File: src/rtl/eth_pkg.sv
// Shared Ethernet receive constants, route/state encodings and the route decision.
package eth_pkg;

  localparam logic [15:0] ETH_TYPE_ARP  = 16'h0806;
  localparam logic [15:0] ETH_TYPE_IP   = 16'h0800;
  localparam logic [7:0]  IP_PROTO_UDP  = 8'd17;
  localparam logic [7:0]  IP_PROTO_ICMP = 8'd1;
  localparam logic [7:0]  PREAMBLE_BYTE = 8'h55;
  localparam logic [7:0]  SFD_BYTE      = 8'hD5;

  localparam int IDX_W = 6;
  localparam logic [IDX_W-1:0] IDX_SFD      = 6'd7;
  localparam logic [IDX_W-1:0] IDX_ETYPE_HI = 6'd20;
  localparam logic [IDX_W-1:0] IDX_ETYPE_LO = 6'd21;
  localparam logic [IDX_W-1:0] IDX_VER      = 6'd22;
  localparam logic [IDX_W-1:0] IDX_PROTO    = 6'd31;
  localparam logic [IDX_W-1:0] IDX_MAX      = 6'd32;

  typedef enum logic [1:0] {NONE, ARP, UDP, ICMP} route_t;
  typedef enum logic [1:0] {ST_IDLE, ST_PRE, ST_HDR, ST_BODY} rx_state_t;

  function automatic route_t decide_route(input logic        bad,
                                          input logic [15:0] etype,
                                          input logic [3:0]  ver,
                                          input logic [7:0]  proto);
    route_t r;
    r = NONE;
    if (!bad) begin
      if (etype == ETH_TYPE_ARP) begin
        r = ARP;
      end else if (etype == ETH_TYPE_IP && ver == 4'd4) begin
        if (proto == IP_PROTO_UDP)       r = UDP;
        else if (proto == IP_PROTO_ICMP) r = ICMP;
      end
    end
    return r;
  endfunction

endpackage

File: src/rtl/eth_rx_dly_line.sv
// Fixed-depth {dv, data} shift register; a masked clear kills the dv bits of a runt frame in flight.
module eth_rx_dly_line
  import eth_pkg::*;
#(
  parameter int DLY = 32
) (
  input  logic           clk,
  input  logic           rst_n,
  input  logic           in_dv,
  input  logic [7:0]     in_data,
  input  logic           clr,
  input  logic [DLY-2:0] clr_mask,
  output logic           last_dv,
  output logic [7:0]     last_data
);

  logic [DLY-1:0] dv_reg;
  logic [DLY-1:0] dv_next;
  logic [7:0]     data_reg [DLY];

  assign dv_next[0] = in_dv;

  // clr_mask[i] marks stage i as holding a byte of the frame being discarded
  generate
    for (genvar gi = 1; gi < DLY; gi++) begin : g_stage
      assign dv_next[gi] = dv_reg[gi-1] & ~(clr & clr_mask[gi-1]);
    end
  endgenerate

  always_ff @(posedge clk or negedge rst_n) begin
    if (!rst_n) begin
      dv_reg <= '0;
      for (int i = 0; i < DLY; i++) data_reg[i] <= 8'h00;
    end else begin
      dv_reg      <= dv_next;
      data_reg[0] <= in_data;
      for (int i = 1; i < DLY; i++) data_reg[i] <= data_reg[i-1];
    end
  end

  assign last_dv   = dv_reg[DLY-1];
  assign last_data = data_reg[DLY-1];

endmodule

File: src/rtl/eth_rx_dispatch.sv
// GMII receive dispatcher: parses preamble/EtherType/IPv4 protocol and steers each whole
// frame, delayed by DLY bytes, to the ARP, UDP or ICMP receiver, or drops it.
module eth_rx_dispatch
  import eth_pkg::*;
#(
  parameter int CNT_W = 16,
  parameter int DLY   = 32
) (
  input  logic             clk,
  input  logic             rst_n,
  input  logic             gmii_rx_dv,
  input  logic [7:0]       gmii_rxd,
  output logic             arp_gmii_rx_dv,
  output logic [7:0]       arp_gmii_rxd,
  output logic             udp_gmii_rx_dv,
  output logic [7:0]       udp_gmii_rxd,
  output logic             icmp_gmii_rx_dv,
  output logic [7:0]       icmp_gmii_rxd,
  output logic [CNT_W-1:0] drop_cnt
);

  rx_state_t        state_reg, state_next;
  logic [IDX_W-1:0] idx_reg, idx_next;
  logic             bad_reg, bad_next;
  logic [15:0]      etype_reg, etype_next;
  logic [3:0]       ver_reg, ver_next;
  route_t           route_reg, route_next;
  logic [CNT_W-1:0] drop_cnt_reg;
  logic             dv_low_reg;
  logic             accept;
  logic             drop_inc;
  logic             runt_clr;
  logic [7:0]       pre_expect;

  logic             arp_dv_reg, udp_dv_reg, icmp_dv_reg;
  logic [7:0]       arp_rxd_reg, udp_rxd_reg, icmp_rxd_reg;

  logic             last_dv;
  logic [7:0]       last_data;
  logic [DLY-2:0]   clr_mask;

  // Thermometer of bytes received so far: stages 0..idx-1 hold the current frame
  generate
    for (genvar gi = 0; gi < DLY - 1; gi++) begin : g_mask
      assign clr_mask[gi] = (idx_reg > IDX_W'(gi));
    end
  endgenerate

  eth_rx_dly_line #(.DLY(DLY)) u_dly (
    .clk       (clk),
    .rst_n     (rst_n),
    .in_dv     (accept),
    .in_data   (gmii_rxd),
    .clr       (runt_clr),
    .clr_mask  (clr_mask),
    .last_dv   (last_dv),
    .last_data (last_data)
  );

  assign pre_expect = (idx_reg == IDX_SFD) ? SFD_BYTE : PREAMBLE_BYTE;

  always_comb begin
    state_next = state_reg;
    idx_next   = idx_reg;
    bad_next   = bad_reg;
    etype_next = etype_reg;
    ver_next   = ver_reg;
    route_next = route_reg;
    accept     = 1'b0;
    drop_inc   = 1'b0;
    runt_clr   = 1'b0;
    case (state_reg)
      ST_IDLE: begin
        idx_next = '0;
        // Only a true rising edge of dv starts a frame; a frame already running is ignored
        if (gmii_rx_dv && dv_low_reg) begin
          accept     = 1'b1;
          state_next = ST_PRE;
          idx_next   = 6'd1;
          bad_next   = (gmii_rxd != PREAMBLE_BYTE);
        end
      end
      ST_PRE: begin
        if (!gmii_rx_dv) begin
          runt_clr   = 1'b1;
          drop_inc   = 1'b1;
          state_next = ST_IDLE;
          idx_next   = '0;
        end else begin
          accept   = 1'b1;
          idx_next = idx_reg + 6'd1;
          if (gmii_rxd != pre_expect) bad_next = 1'b1;
          if (idx_reg == IDX_SFD) state_next = ST_HDR;
        end
      end
      ST_HDR: begin
        if (!gmii_rx_dv) begin
          runt_clr   = 1'b1;
          drop_inc   = 1'b1;
          state_next = ST_IDLE;
          idx_next   = '0;
        end else begin
          accept   = 1'b1;
          idx_next = idx_reg + 6'd1;
          if (idx_reg == IDX_ETYPE_HI) etype_next[15:8] = gmii_rxd;
          if (idx_reg == IDX_ETYPE_LO) etype_next[7:0]  = gmii_rxd;
          if (idx_reg == IDX_VER)      ver_next         = gmii_rxd[7:4];
          if (idx_reg == IDX_PROTO) begin
            route_next = decide_route(bad_reg, etype_reg, ver_reg, gmii_rxd);
            drop_inc   = (route_next == NONE);
            state_next = ST_BODY;
          end
        end
      end
      ST_BODY: begin
        accept = gmii_rx_dv;
        if (!gmii_rx_dv) begin
          state_next = ST_IDLE;
          idx_next   = '0;
        end else if (idx_reg < IDX_MAX) begin
          idx_next = idx_reg + 6'd1;
        end
      end
      default: begin
        state_next = ST_IDLE;
        idx_next   = '0;
      end
    endcase
  end

  always_ff @(posedge clk or negedge rst_n) begin
    if (!rst_n) begin
      state_reg    <= ST_IDLE;
      idx_reg      <= '0;
      bad_reg      <= 1'b0;
      etype_reg    <= 16'h0000;
      ver_reg      <= 4'h0;
      route_reg    <= NONE;
      drop_cnt_reg <= '0;
      dv_low_reg   <= 1'b0;
    end else begin
      state_reg  <= state_next;
      idx_reg    <= idx_next;
      bad_reg    <= bad_next;
      etype_reg  <= etype_next;
      ver_reg    <= ver_next;
      route_reg  <= route_next;
      dv_low_reg <= ~gmii_rx_dv;
      if (drop_inc && (drop_cnt_reg != {CNT_W{1'b1}})) begin
        drop_cnt_reg <= drop_cnt_reg + CNT_W'(1);
      end
    end
  end

  always_ff @(posedge clk or negedge rst_n) begin
    if (!rst_n) begin
      arp_dv_reg   <= 1'b0;
      udp_dv_reg   <= 1'b0;
      icmp_dv_reg  <= 1'b0;
      arp_rxd_reg  <= 8'h00;
      udp_rxd_reg  <= 8'h00;
      icmp_rxd_reg <= 8'h00;
    end else begin
      arp_dv_reg   <= last_dv && (route_reg == ARP);
      udp_dv_reg   <= last_dv && (route_reg == UDP);
      icmp_dv_reg  <= last_dv && (route_reg == ICMP);
      arp_rxd_reg  <= (last_dv && (route_reg == ARP))  ? last_data : 8'h00;
      udp_rxd_reg  <= (last_dv && (route_reg == UDP))  ? last_data : 8'h00;
      icmp_rxd_reg <= (last_dv && (route_reg == ICMP)) ? last_data : 8'h00;
    end
  end

  assign arp_gmii_rx_dv  = arp_dv_reg;
  assign arp_gmii_rxd    = arp_rxd_reg;
  assign udp_gmii_rx_dv  = udp_dv_reg;
  assign udp_gmii_rxd    = udp_rxd_reg;
  assign icmp_gmii_rx_dv = icmp_dv_reg;
  assign icmp_gmii_rxd   = icmp_rxd_reg;
  assign drop_cnt        = drop_cnt_reg;

endmodule
File: config.mk
export PLATFORM = sky130hd
export DESIGN_NAME = eth_rx_dispatch
export DESIGN_NICKNAME = d
export VERILOG_FILES = /design/src/rtl/eth_pkg.sv /design/src/rtl/eth_rx_dly_line.sv /design/src/rtl/eth_rx_dispatch.sv
export SDC_FILE = /design/constraint.sdc
export NUM_CORES = 1
export LEC_CHECK = 0
export ABC_CLOCK_PERIOD_IN_PS = 2750
export BUFFER_PORTS_ARGS = -buffer_cell sky130_fd_sc_hd__buf_2
export CAP_MARGIN = 30
export CORE_ASPECT_RATIO = 2
export CORE_UTILIZATION = 58
export DETAILED_ROUTE_END_ITERATION = 10
export PLACE_DENSITY = 0.82
export SYNTH_ARGS = -nofsm -noshare
export SYNTH_HDL_FRONTEND = slang
export SYNTH_SLANG_ARGS = --single-unit
File: constraint.sdc
create_clock -name clk -period 2.75 [get_ports clk]
set_input_delay 0 -clock clk [delete_from_list [all_inputs] [get_ports clk]]
set_output_delay 0 -clock clk [all_outputs]
set_load 0.05 [all_outputs]
Word level (Yosys, flattened, before mapping)
Index checks and enable logic that the tools add are counted.

Multiplexer cells: 36. Magnitude comparators: 32. Reduce and logical (&&, ||, !) cells: 16. Eq/ne operators: 26. Bitwise operators: 94. Add/sub/neg operators: 2. Div/mod/pow operators: 0. $mul: 0. Shifts and indexed selects: 0.

Operator list (number): $gt 6x5->1 const B (15); $and 1x1->1 (62); $gt 6x4->1 const B (8); $eq 16x12->1 const B (2); $mux 8 (4); $not 1->1 (32); $mux 2 (14); $eq 6x5->1 const B (4); $gt 6x3->1 const B (4); $mux 6 (3); $pmux 6 s3 (1); $add 16x1->16 const B (1); $ne 16x16->1 const B (1); $gt 6x1->1 const B (2); $gt 6x2->1 const B (2); $reduce_and 3->1 (4); $mux 1 (10); $ne 3x3->1 const B (3); $eq 2x2->1 const B (4); $eq 8x1->1 const B (1); $eq 8x5->1 const B (1); $ne 2x2->1 const B (4); $ne 8x7->1 const B (1); $ne 8x8->1 (1); other kinds (13) (22).

Input port bits: 11. Logic and storage cells: 254. Memory bits (writable): 0. Bits in read-only memories: 0. Memories kept: 0. Bits in latches: 0. Register bits: 363.

Longest topological paths before layout
Depth in word-level cells: 14. Gate-level depth with buffers: 8. Gate-level depth less buffers: 7.

Modules after synthesis
Synthesis repeated with hierarchy kept, for this count alone.

Cell total of the unflattened synthesis: 676. Area total of the unflattened synthesis: 11348.4 µm².

By module, submodules not included: eth_rx_dly_line (sequential area each 7206.9 µm², times used 1, cells each 330, area an instance 7646.1 µm²); eth_rx_dispatch (sequential area each 1876.8 µm², times used 1, cells each 346, area an instance 3702.3 µm²).

Worst setup path after synthesis
OpenSTA, ideal clock, no wires.

Kind: register -> register. From: reg drop_cnt_reg[0] (netlist: drop_cnt[0]). To: reg drop_cnt_reg[1] (netlist: drop_cnt[1]). Arrival time: 2.327 ns. Path buffers: 1. Data required time: 2.622 ns. Stages on the path, launching flop included: 8. Library setup time: 0.128 ns. Setup slack: 0.295 ns. Period minus slack after synthesis: 2.455 ns. Cell sequence: dfrtp_1 -> ha_1 -> nand3_1 -> nor3_2 -> or3b_1 -> buf_2 -> nand2_1 -> mux2_1.

Word-level cells in the longest chain between the ends: 2.

RTL lines: from (decl) (RTL line eth_rx_dispatch.sv:28) `logic [CNT_W-1:0] drop_cnt_reg;`; from (signal assigned) (RTL line eth_rx_dispatch.sv:150) `drop_cnt_reg <= drop_cnt_reg + CNT_W'(1);`; parallel branches: the longest is 2 deep, another holds $add 16x1->16.

Several ways; the timed one is not identified. A chain may end at the register's enable or synchronous reset.

Worst setup path after layout
From: reg idx_reg[0]. To: reg drop_cnt_reg[1] (netlist: drop_cnt[1]).

Word-level cells in the longest chain between the ends: 5.

RTL lines: from (decl) (RTL line eth_rx_dispatch.sv:23) `logic [IDX_W-1:0] idx_reg, idx_next;`; from (signal assigned) (RTL line eth_rx_dispatch.sv:143) `idx_reg <= idx_next;`; $eq 6x5->1 (RTL line eth_rx_dispatch.sv:108) `if (idx_reg == IDX_PROTO) begin`; $mux 1 (RTL line eth_rx_dispatch.sv:108); $mux 1 (RTL line eth_rx_dispatch.sv:97) `if (!gmii_rx_dv) begin`; $pmux 1 s2 (RTL line eth_rx_dispatch.sv:72) `case (state_reg)`; $logic_and 1x1->1 (RTL line eth_rx_dispatch.sv:149) `if (drop_inc && (drop_cnt_reg != {CNT_W{1'b1}})) begin`.

Every way passes these cells.

==> summary.txt <==
Floorplanning
  – Rows: 71
  – Die X: 99.5 um
  – Core area: 0.0187 sq mm
  – Die area: 0.0196 sq mm
  – Die Ht: 197 um
  – I/O pin cnt: 54
  – Starting Density: 0.589

Worst setup path
  – Data required, critical path: 3160 ps
  – CP Class: register to register
  – Crit path arrival time: 2790 ps
  – FF-to-FF End: drop_cnt[1]$_DFFE_PN0P_
  – R2R setup slack: 370 ps
  – Crit path from: idx_reg[0]$_DFFE_PN0P_
  – Crit-path max FO: 9
  – Setup crit end kind: register
  – Worst reg-to-reg path cell count: 7
  – RR Startpoint: idx_reg[0]$_DFFE_PN0P_
  – CP Launch Type: register

Synth
  – Netlist cell types: 48
  – Syn Inst Count: 657
  – Syn nets: 677
  – Register bit total from synthesis: 363
  – Synth top area share: 0.823
  – Synth cell count leaders: dfrtp_1, and2_1, nor2_1
  – Part of the Yosys area used for sequential elements: 0.823
  – Synth async-reset ratio: 1.00
  – Count leader, synth: dfrtp_1
  – Area contributors post-synth: dfrtp_1, mux2_2, and2_1, o21a_1, xnor2_1
  – Mean Syn Cell Area: 16.8 sq um
  – Post-Synthesis Cell Area: 0.0110 sq mm
  – YS warnings: 0
  – Synth Flop Type: dfrtp_1
  – EDFF count, synth: 0
  – Area leader, netlist: dfrtp_1

Pwr
  – Internal: 8.62 mW
  – Power share of the sequential group: 0.531
  – Logic pwr share: 0.092
  – Peak VDD IR: 0.619 mV
  – Pleak: 5.96 nW
  – Switching Fraction: 0.239
  – Power density over cell area: 889 mW/mm^2
  – Tot Pwr: 11.3 mW
  – Psw: 2.71 mW
  – Clk pwr share: 0.377

STA
  – Final Skew: 19.4 ps
  – Setup TNS: 0 ps
  – Hold Vio Cnt, Final: 0
  – Worst Tran Pin Value: 774 ps
  – Endpoints failing setup: 0
  – RSZ-0062 raised after global routing: no
  – Min setup slack post-route: 372 ps
  – Slew HR: 0.484
  – Min cycle time layout: 2380 ps
  – Slew Limit Fails: 0
  – Crit share post-route: 0.865
  – Fmax: 421 MHz

Clocking
  – Num CTS Buffers: 28
  – Clk Latency, worst-skew pair: 550 ps
  – Clk slew on worst S/H paths: 70 ps
  – Clk sink count: 363
  – Clk root buf: clkbuf_16
  – Longest Clk Path Bufs: 3
  – H-tree levels: 1
  – Setup Fix Bufs, Post-CTS: 0
  – CTS-repair resized insts: 0
  – CTS tree: built

Global routing
  – Vias in the first global route: 5,818
  – Initial antenna violation count: 0
  – Global-route wire length before repair: 31,000 um
  – Largest net degree at the start of global routing: 105
  – GRT Overall Usage: 0.209
  – Total grt overflow: 0

Route
  – Vias: 5,333
  – DRC violations left: 0
  – Total Routed Length: 19,100 um
  – DRT antenna net count: 0
  – Drt wl/cell: 18.8 um
  – 1st-iter DRT viols: 314
  – 1st-pass router iterations: 4
  – Via density: 5.24

Place
  – Port bufs: 53
  – Placed insts: 956
  – Dpl hpwl: 11,200 um
  – Dpl ws: 384 ps
  – GP Congestion: 0.792

Worst hold path
  – Min-Delay Path Class: primary input to async pin

Finish
  – Final core utilization: 0.680
  – Sequential Area: 0.00908 sq mm
  – Area occupied by multi-input gates: 0.00185 sq mm
  – Post-route insts no fill: 1,017
  – Nets@finish: 761
  – Share of layout cells above drive strength 1: 0.189
  – Area Overhead vs Synth: 15.5%
  – Diode count: 0
  – # fillers: 1,180
  – Largest register FFs: 248

Run status
  – Status: finished clean

Run
  – Max cap viols: 0
-- per-layer routing --
layer	GRT usage	wire length, um	share of wire
met5	0	0	0
met4	0.0703	488	0.026
met3	0.0301	597	0.031
met2	0.393	11000	0.57
met1	0.242	7050	0.37
-- cells by family after synthesis --
family / synth area share
muxes: 0.0223
adders and majority gates: 0.0102
buffers and inverters: 0.00952
DFF: 0.823
xor gates and xnor gates: 0.0119
and+or+nand+nor: 0.0796
AOI/OAI and AO/OA: 0.0433
-- cells in the final DEF, fill, tap and decap left out, types with 5 or more instances in the layout --
master / instances
nor3_1: 5
nand3_2: 6
and2_1: 28
nand3_1: 5
nand2_1: 25
clkbuf_16: 28
clkinv_2: 7
dfrtp_1: 363
a21oi_1: 25
mux2_2: 20
clkbuf_8: 5
buf_4: 5
o21a_1: 18
nor2b_1: 7
a21boi_0: 7
buf_2: 52
ha_1: 9
nand4_1: 7
o21ai_0: 16
xnor2_1: 15
dlygate4sd3_1: 10
inv_1: 8
bufinv_16: 5
nor2_1: 26
-- layout make-up --
type	count	share of cell area
Timing Repair Buffer	71	0.0371
Tap cell	255	0.0250
Inverter	8	0.00236
Clock buffer	36	0.0612
Multi-Input combinational cell	269	0.145
Clock inverter	15	0.0171
Sequential cell	363	0.712
-- worst max-delay path: stages, from the launching register on --
cell	delay [ps]
dfrtp_1	500
ha_1	260
nand3_1	150
or2_1	290
nor3b_1	220
a32o_2	360
nand2_1	140
mux2_1	340
-- metrics by stage --
| step | hold slack, ps | instance area, sq um |
|---|---|---|
| 6_report | 78.4 | 12800 |
| 5_1_grt | 146 | 12800 |
| 4_1_cts | 116 | 12800 |
| 3_5_place_dp | 90.2 | 11700 |
| 3_3_place_gp | 74.4 | 11700 |
| 2_1_floorplan | -296 | 11000 |
-- power by group through the flow --
stage / clock network [mW] / logic, mW / registers, mW
5_1_grt: 4.58 / 1.14 / 6.06
3_5_place_dp: 0 / 1.02 / 6.10
3_3_place_gp: 0 / 0.972 / 6.08
6_report: 4.28 / 1.04 / 6.02
2_1_floorplan: 0 / 0.567 / 6.14
4_1_cts: 4.41 / 1.05 / 6.02
-- worst max path at each step --
stage                                   end  slack [ps]  cells past startpoint
CTS                 drop_cnt[1]$_DFFE_PN0P_         370                      7
detailed placement  drop_cnt[1]$_DFFE_PN0P_         380                      7
floorplan           drop_cnt[1]$_DFFE_PN0P_         300                      7
finish              drop_cnt[1]$_DFFE_PN0P_         370                      7
global route        drop_cnt[3]$_DFFE_PN0P_         220                      8
global placement    drop_cnt[1]$_DFFE_PN0P_         530                      7
-- what timing repair did --
action                                  CTS  global route
hold buffers                             10             0
endpoints found under the hold margin   135             0
endpoints found under the setup margin    0             0
Note: power is estimated with default switching activity, not from simulation.
